==> config.mk <==
export PLATFORM = sky130hd
export DESIGN_NAME = serv_mac_mul
export DESIGN_NICKNAME = d
export VERILOG_FILES = /design/src/rtl/serv_mac_mul.sv
export SDC_FILE = /design/constraint.sdc
export NUM_CORES = 1
export LEC_CHECK = 0
export BUFFER_PORTS_ARGS = -buffer_cell sky130_fd_sc_hd__buf_2
export CAP_MARGIN = 15
export CORE_MARGIN = 1
export CORE_UTILIZATION = 46
export CTS_CLUSTER_SIZE = 40
export DETAILED_ROUTE_END_ITERATION = 16
export PLACE_DENSITY = 0.66
export SETUP_SLACK_MARGIN = 0.05
export SKIP_CTS_REPAIR_TIMING = 1
export SLEW_MARGIN = 10
export SYNTH_ARGS = -nofsm -noshare
export SYNTH_HDL_FRONTEND = slang
export SYNTH_SLANG_ARGS = --single-unit
==> constraint.sdc <==
create_clock -name clk -period 4.16 [get_ports clk]
set_input_delay 1.04 -clock clk [delete_from_list [all_inputs] [get_ports clk]]
set_output_delay 1.04 -clock clk [all_outputs]
set_load 0.05 [all_outputs]
==> src/rtl/serv_mac_mul.sv <==
// Bit-serial multiply stage feeding the ALU MAC path.
// Captures rs1/op_b W bits per cycle, forms the low 32 bits of rs1*op_b with a
// 32-cycle shift-and-add loop, then streams the product LSB-first on o_buf.
//
// Ports:
//   clk          clock, rising edge
//   i_rst        asynchronous active-high reset
//   i_start      one-cycle multiply request, honoured only when idle
//   i_en         serial-bus advance strobe
//   i_rs1        multiplicand slice, LSB-first
//   i_op_b       multiplier slice, LSB-first
//   o_buf        product slice to the ALU (zero outside the output phase)
//   o_mac_step2  high while the product is streaming
//   o_busy       high whenever not idle
//   o_done       one-cycle pulse after the last product slice is accepted
module serv_mac_mul #(
   parameter int unsigned W = 1,
   parameter int unsigned B = W - 1
) (
   input  logic       clk,
   input  logic       i_rst,
   input  logic       i_start,
   input  logic       i_en,
   input  logic [B:0] i_rs1,
   input  logic [B:0] i_op_b,
   output logic [B:0] o_buf,
   output logic       o_mac_step2,
   output logic       o_busy,
   output logic       o_done
);

   localparam int unsigned NSLICE     = 32 / W;
   localparam logic [4:0]  LAST_SLICE = 5'(NSLICE - 1);
   localparam logic [4:0]  LAST_MUL   = 5'd31;

   typedef enum logic [1:0] {
      IDLE = 2'd0,
      LOAD = 2'd1,
      MUL  = 2'd2,
      OUT  = 2'd3
   } state_t;

   state_t      state, state_n;
   logic [31:0] a, a_n;
   logic [31:0] m, m_n;
   logic [31:0] acc, acc_n;
   logic [4:0]  cnt, cnt_n;
   logic        done_n;

   // State, datapath registers and registered outputs.
   always_ff @(posedge clk or posedge i_rst) begin
      if (i_rst) begin
         state       <= IDLE;
         a           <= '0;
         m           <= '0;
         acc         <= '0;
         cnt         <= '0;
         o_buf       <= '0;
         o_mac_step2 <= 1'b0;
         o_busy      <= 1'b0;
         o_done      <= 1'b0;
      end else begin
         state       <= state_n;
         a           <= a_n;
         m           <= m_n;
         acc         <= acc_n;
         cnt         <= cnt_n;
         // Outputs are decoded from next-state values so they line up with
         // the state they describe.
         o_buf       <= (state_n == OUT) ? acc_n[B:0] : '0;
         o_mac_step2 <= (state_n == OUT);
         o_busy      <= (state_n != IDLE);
         o_done      <= done_n;
      end
   end

   // Next-state and datapath update.
   always_comb begin
      state_n = state;
      a_n     = a;
      m_n     = m;
      acc_n   = acc;
      cnt_n   = cnt;
      done_n  = 1'b0;
      unique case (state)
         IDLE: begin
            if (i_start) begin
               state_n = LOAD;
               cnt_n   = '0;
               acc_n   = '0;
            end
         end
         LOAD: begin
            if (i_en) begin
               a_n   = {i_rs1, a[31:W]};
               m_n   = {i_op_b, m[31:W]};
               cnt_n = cnt + 5'd1;
               if (cnt == LAST_SLICE) begin
                  state_n = MUL;
                  cnt_n   = '0;
               end
            end
         end
         MUL: begin
            // Fixed 32 iterations regardless of i_en; m is consumed LSB first.
            if (m[0]) begin
               acc_n = acc + a;
            end
            a_n   = a << 1;
            m_n   = m >> 1;
            cnt_n = cnt + 5'd1;
            if (cnt == LAST_MUL) begin
               state_n = OUT;
               cnt_n   = '0;
            end
         end
         OUT: begin
            if (i_en) begin
               acc_n = acc >> W;
               cnt_n = cnt + 5'd1;
               if (cnt == LAST_SLICE) begin
                  state_n = IDLE;
                  cnt_n   = '0;
                  done_n  = 1'b1;
               end
            end
         end
         default: begin
            state_n = IDLE;
         end
      endcase
   end

endmodule

==> flow_summary.yaml <==
outcome:
  status: "finished, final reports clean"
synth:
  async_reset_ff_share_pct: 100
  synth_top_area_share_pct: 43.8
  syn_inst: 613
  yosysSeqAreaShare_pct: 43.8
  syn_area_um2: 6110
  synth_ff_type: "dfrtp_1"
  syn_area_per_cell_um2: 9.97
  yosysTopAreaCell: "dfrtp_1"
  synth_cell_types: 54
  synth_area_leaders: "dfrtp_1, ha_1, nand2_1"
  ys_ff_latch: 107
  synth_warnings: 0
  synth_edf_count: 0
  syn_nets: 657
worst_setup_path:
  critical-path-slowest-cell: "fa_1"
  timing.rr.start: "a[0]$_DFFE_PP0P_"
  arrival_ns: 3.25
  cpPeakStageDelay_ns: 0.39
  reg2reg_slack_ns: 1.13
  reg2regPathDepth: 12
  critPathMaxFanout: 4
  path_class: "reg -> reg"
  r2r_end: "acc[28]$_DFFE_PP0P_"
  path_cells: "ha_1, inv_1, fa_1, nand2b_1, a21oi_1, nor3_1, o21ai_1, a41oi_1, o21ai_1, a31oi_1, xor2_1, o221ai_1"
  startpoint_type: "flip-flop"
  cpMostUsedCell: "o21ai_1"
  cp-end-kind: "flip-flop"
  crit_required_ns: 4.38
clocking:
  cts_buffers: 9
  root_buffer: "clkbuf_16"
  htreeDepth: 3
  cts.sinks: 107
  clk_pin_slew_worst_paths_ns: 0.08
  cts_max_path_buffers: 2
  clock_latency_ns: 0.37
  cts_tree: "built"
die:
  start_util_pct: 47.8
  row_count: 41
  die_h_um: 117
  dieArea_um2: 13800
  io_pins: 10
  core-area_um2: 12800
  die_w_um: 117
sta:
  hold_ws_ns: 0.485
  fin_crit_sh_pct: 72.8
  max_freq_mhz: 330
  relSlewSlack_pct: 40.1
  finalHoldViolations: 0
  skew_ns: 0.00987
  fin_ws_ns: 1.13
  setup_viol: 0
  min_period_ns: 3.03
  worst_pin_slew_ns: 0.898
  rsz0062_at_grt: "no"
  drv_slew: 0
  tns_ns: 0
detailed_routing:
  drc_errors: 0
  drtIter0Drc: 274
  num_vias: 4396
  viasPerCell: 5.61
  wl_per_cell_um: 15.0
  wirelength_um: 11700
  drt-pass1-iter-count: 4
  detail-route-antenna-nets: 0
global_routing:
  grt_max_degree: 98
  grt_pass1_wl_um: 20800
  antenna_found_initial: 0
  grt_pass1_vias: 4330
  grt_remaining_overflow: 0
  grt_usage_pct: 19.5
pwr:
  seq_power_share_pct: 38.4
  switching_power_mw: 1.38
  p_sw_share_pct: 39.3
  comb_power_share_pct: 36.4
  powerDensity_nw_per_um2: 530
  finalPower_mw: 3.52
  power_leakage_nw: 3.04
  ir_worst_vdd_uv: 342
  p_clk_share_pct: 25.2
  power.internal_mw: 2.14
job:
  max_cap_violations: 0
placement:
  dp_hpwl_um: 7970
  portBuffers: 9
  dp_slack_ns: 1.18
  gp_congestion: 0.826
  dp.cells: 768
final_layout:
  nFillCells: 1126
  area_delta_synth_final_pct: 8.47
  n_antenna_cell: 0
  fin_cells: 784
  drive_gt1_share_pct: 11.9
  finalNetCount: 651
hold_path:
  hold_end: "m[31]$_DFFE_PP0P_"
  hold_depth: 2
  hp-class: "reg -> reg"
  min_from: "m[31]$_DFFE_PP0P_"
==> critical path, delay by kind of cell (launching register included) <==
family / cells / cell delay, ns
fa+ha+maj: 2 / 0.60
compound gates: 6 / 1.40
simple gates: 2 / 0.29
xor+xnor: 1 / 0.16
flops: 1 / 0.38
buf+inv: 1 / 0.07
==> worst max-delay path by stage <==
stage / startpoint / to / slack [ns] / depth (start not counted)
final: a[0]$_DFFE_PP0P_ / acc[28]$_DFFE_PP0P_ / 1.13 / 12
after detailed placement: a[0]$_DFFE_PP0P_ / acc[28]$_DFFE_PP0P_ / 1.18 / 12
after global placement: i_start / acc[30]$_DFFE_PP0P_ / 1.29 / 8
after global routing: a[0]$_DFFE_PP0P_ / acc[28]$_DFFE_PP0P_ / 0.93 / 12
after CTS: a[0]$_DFFE_PP0P_ / acc[28]$_DFFE_PP0P_ / 1.16 / 12
after floorplan: i_rst / a[0]$_DFFE_PP0P_ / 0.30 / 1
==> per-stage QoR <==
step	utilization, %	area (µm²)
6_report	51.9	6630
3_3_place_gp	49.4	6320
2_1_floorplan	-	6110
3_5_place_dp	49.4	6320
5_1_grt	51.9	6630
4_1_cts	51.9	6630
==> cells in the mapped netlist, types with 3 or more instances <==
| master | instances |
|---|---|
| ha_1 | 37 |
| buf_1 | 3 |
| and2_1 | 6 |
| dfrtp_1 | 107 |
| xnor2_1 | 20 |
| o21ai_0 | 58 |
| nor2b_1 | 3 |
| nand3_1 | 8 |
| a211oi_1 | 3 |
| a21oi_1 | 23 |
| mux2i_1 | 34 |
| o21ai_1 | 6 |
| nor2_1 | 13 |
| xor2_1 | 8 |
| nand2_1 | 97 |
| mux2_2 | 32 |
| a21o_1 | 10 |
| o21bai_1 | 5 |
| a22oi_1 | 13 |
| and3_1 | 6 |
| clkbuf_1 | 27 |
| nor3b_1 | 5 |
| o31ai_1 | 5 |
| nor3_1 | 9 |
| o221ai_1 | 16 |
| nand2b_1 | 8 |
| inv_1 | 16 |
==> placed cells by master, fill, tap and decap left out, types with 4 or more instances in the layout <==
cell type	instances
buf_2	9
nor3_1	9
mux2_2	32
buf_4	4
and3_1	6
nand2b_1	8
ha_1	36
inv_1	15
a22oi_1	13
o31ai_1	5
o21ai_1	6
nor3b_1	5
clkbuf_16	9
and2_1	6
a21o_1	10
dfrtp_1	107
o21bai_1	5
mux2i_1	33
nor2_1	13
nand2_1	97
o21ai_0	58
xor2_1	8
a21oi_1	23
xnor2_1	20
nand3_1	8
o221ai_1	16
==> power groups by stage <==
stage	Clock, mW	Combinational [mW]	Sequential [mW]
after floorplan	0	1.02	1.35
after global placement	0	1.25	1.36
after detailed placement	0	1.29	1.37
after CTS	0.916	1.29	1.35
after global routing	0.945	1.44	1.38
final	0.887	1.28	1.35
==> logic make-up (layout without fill, tap and decap cells) <==
group           after synthesis  in the layout  synth area share (%)
mux                          66             66                  11.5
buf+inv                      47             46                  3.01
fa+ha+maj                    38             38                  7.90
xor+xnor                     28             28                  4.01
compound gates              163            163                  17.5
simple gates                164            164                  12.3
flops                       107            107                  43.8
==> final cells by class <==
class,instances,area (µm²),share of cell area [%]
Multi-Input combinational cell,459,3270,49.3
Timing Repair Buffer,14,95.1,1.43
Sequential cell,107,2680,40.4
Inverter,16,62.6,0.944
Clock inverter,6,75.1,1.13
Tap cell,172,215,3.25
Clock buffer,10,239,3.60
==> state kept, by name, indices dropped and copies added (netlist names) <==
register	flops
acc	32
a	32
o_done	1
o_busy	1
o_mac_step2	1
m	32
o_buf	1
state	2
cnt	5
==> routing by layer <==
metal	global-route usage (%)	vias to the layer above	routed length (µm)
met5	0	-	0
met3	3.91	17	259
met2	32.2	47	5490
li1	-	2208	-
met4	6.92	0	195
met1	25.4	2124	5790
No activity file was read; power rests on OpenSTA's default activity.
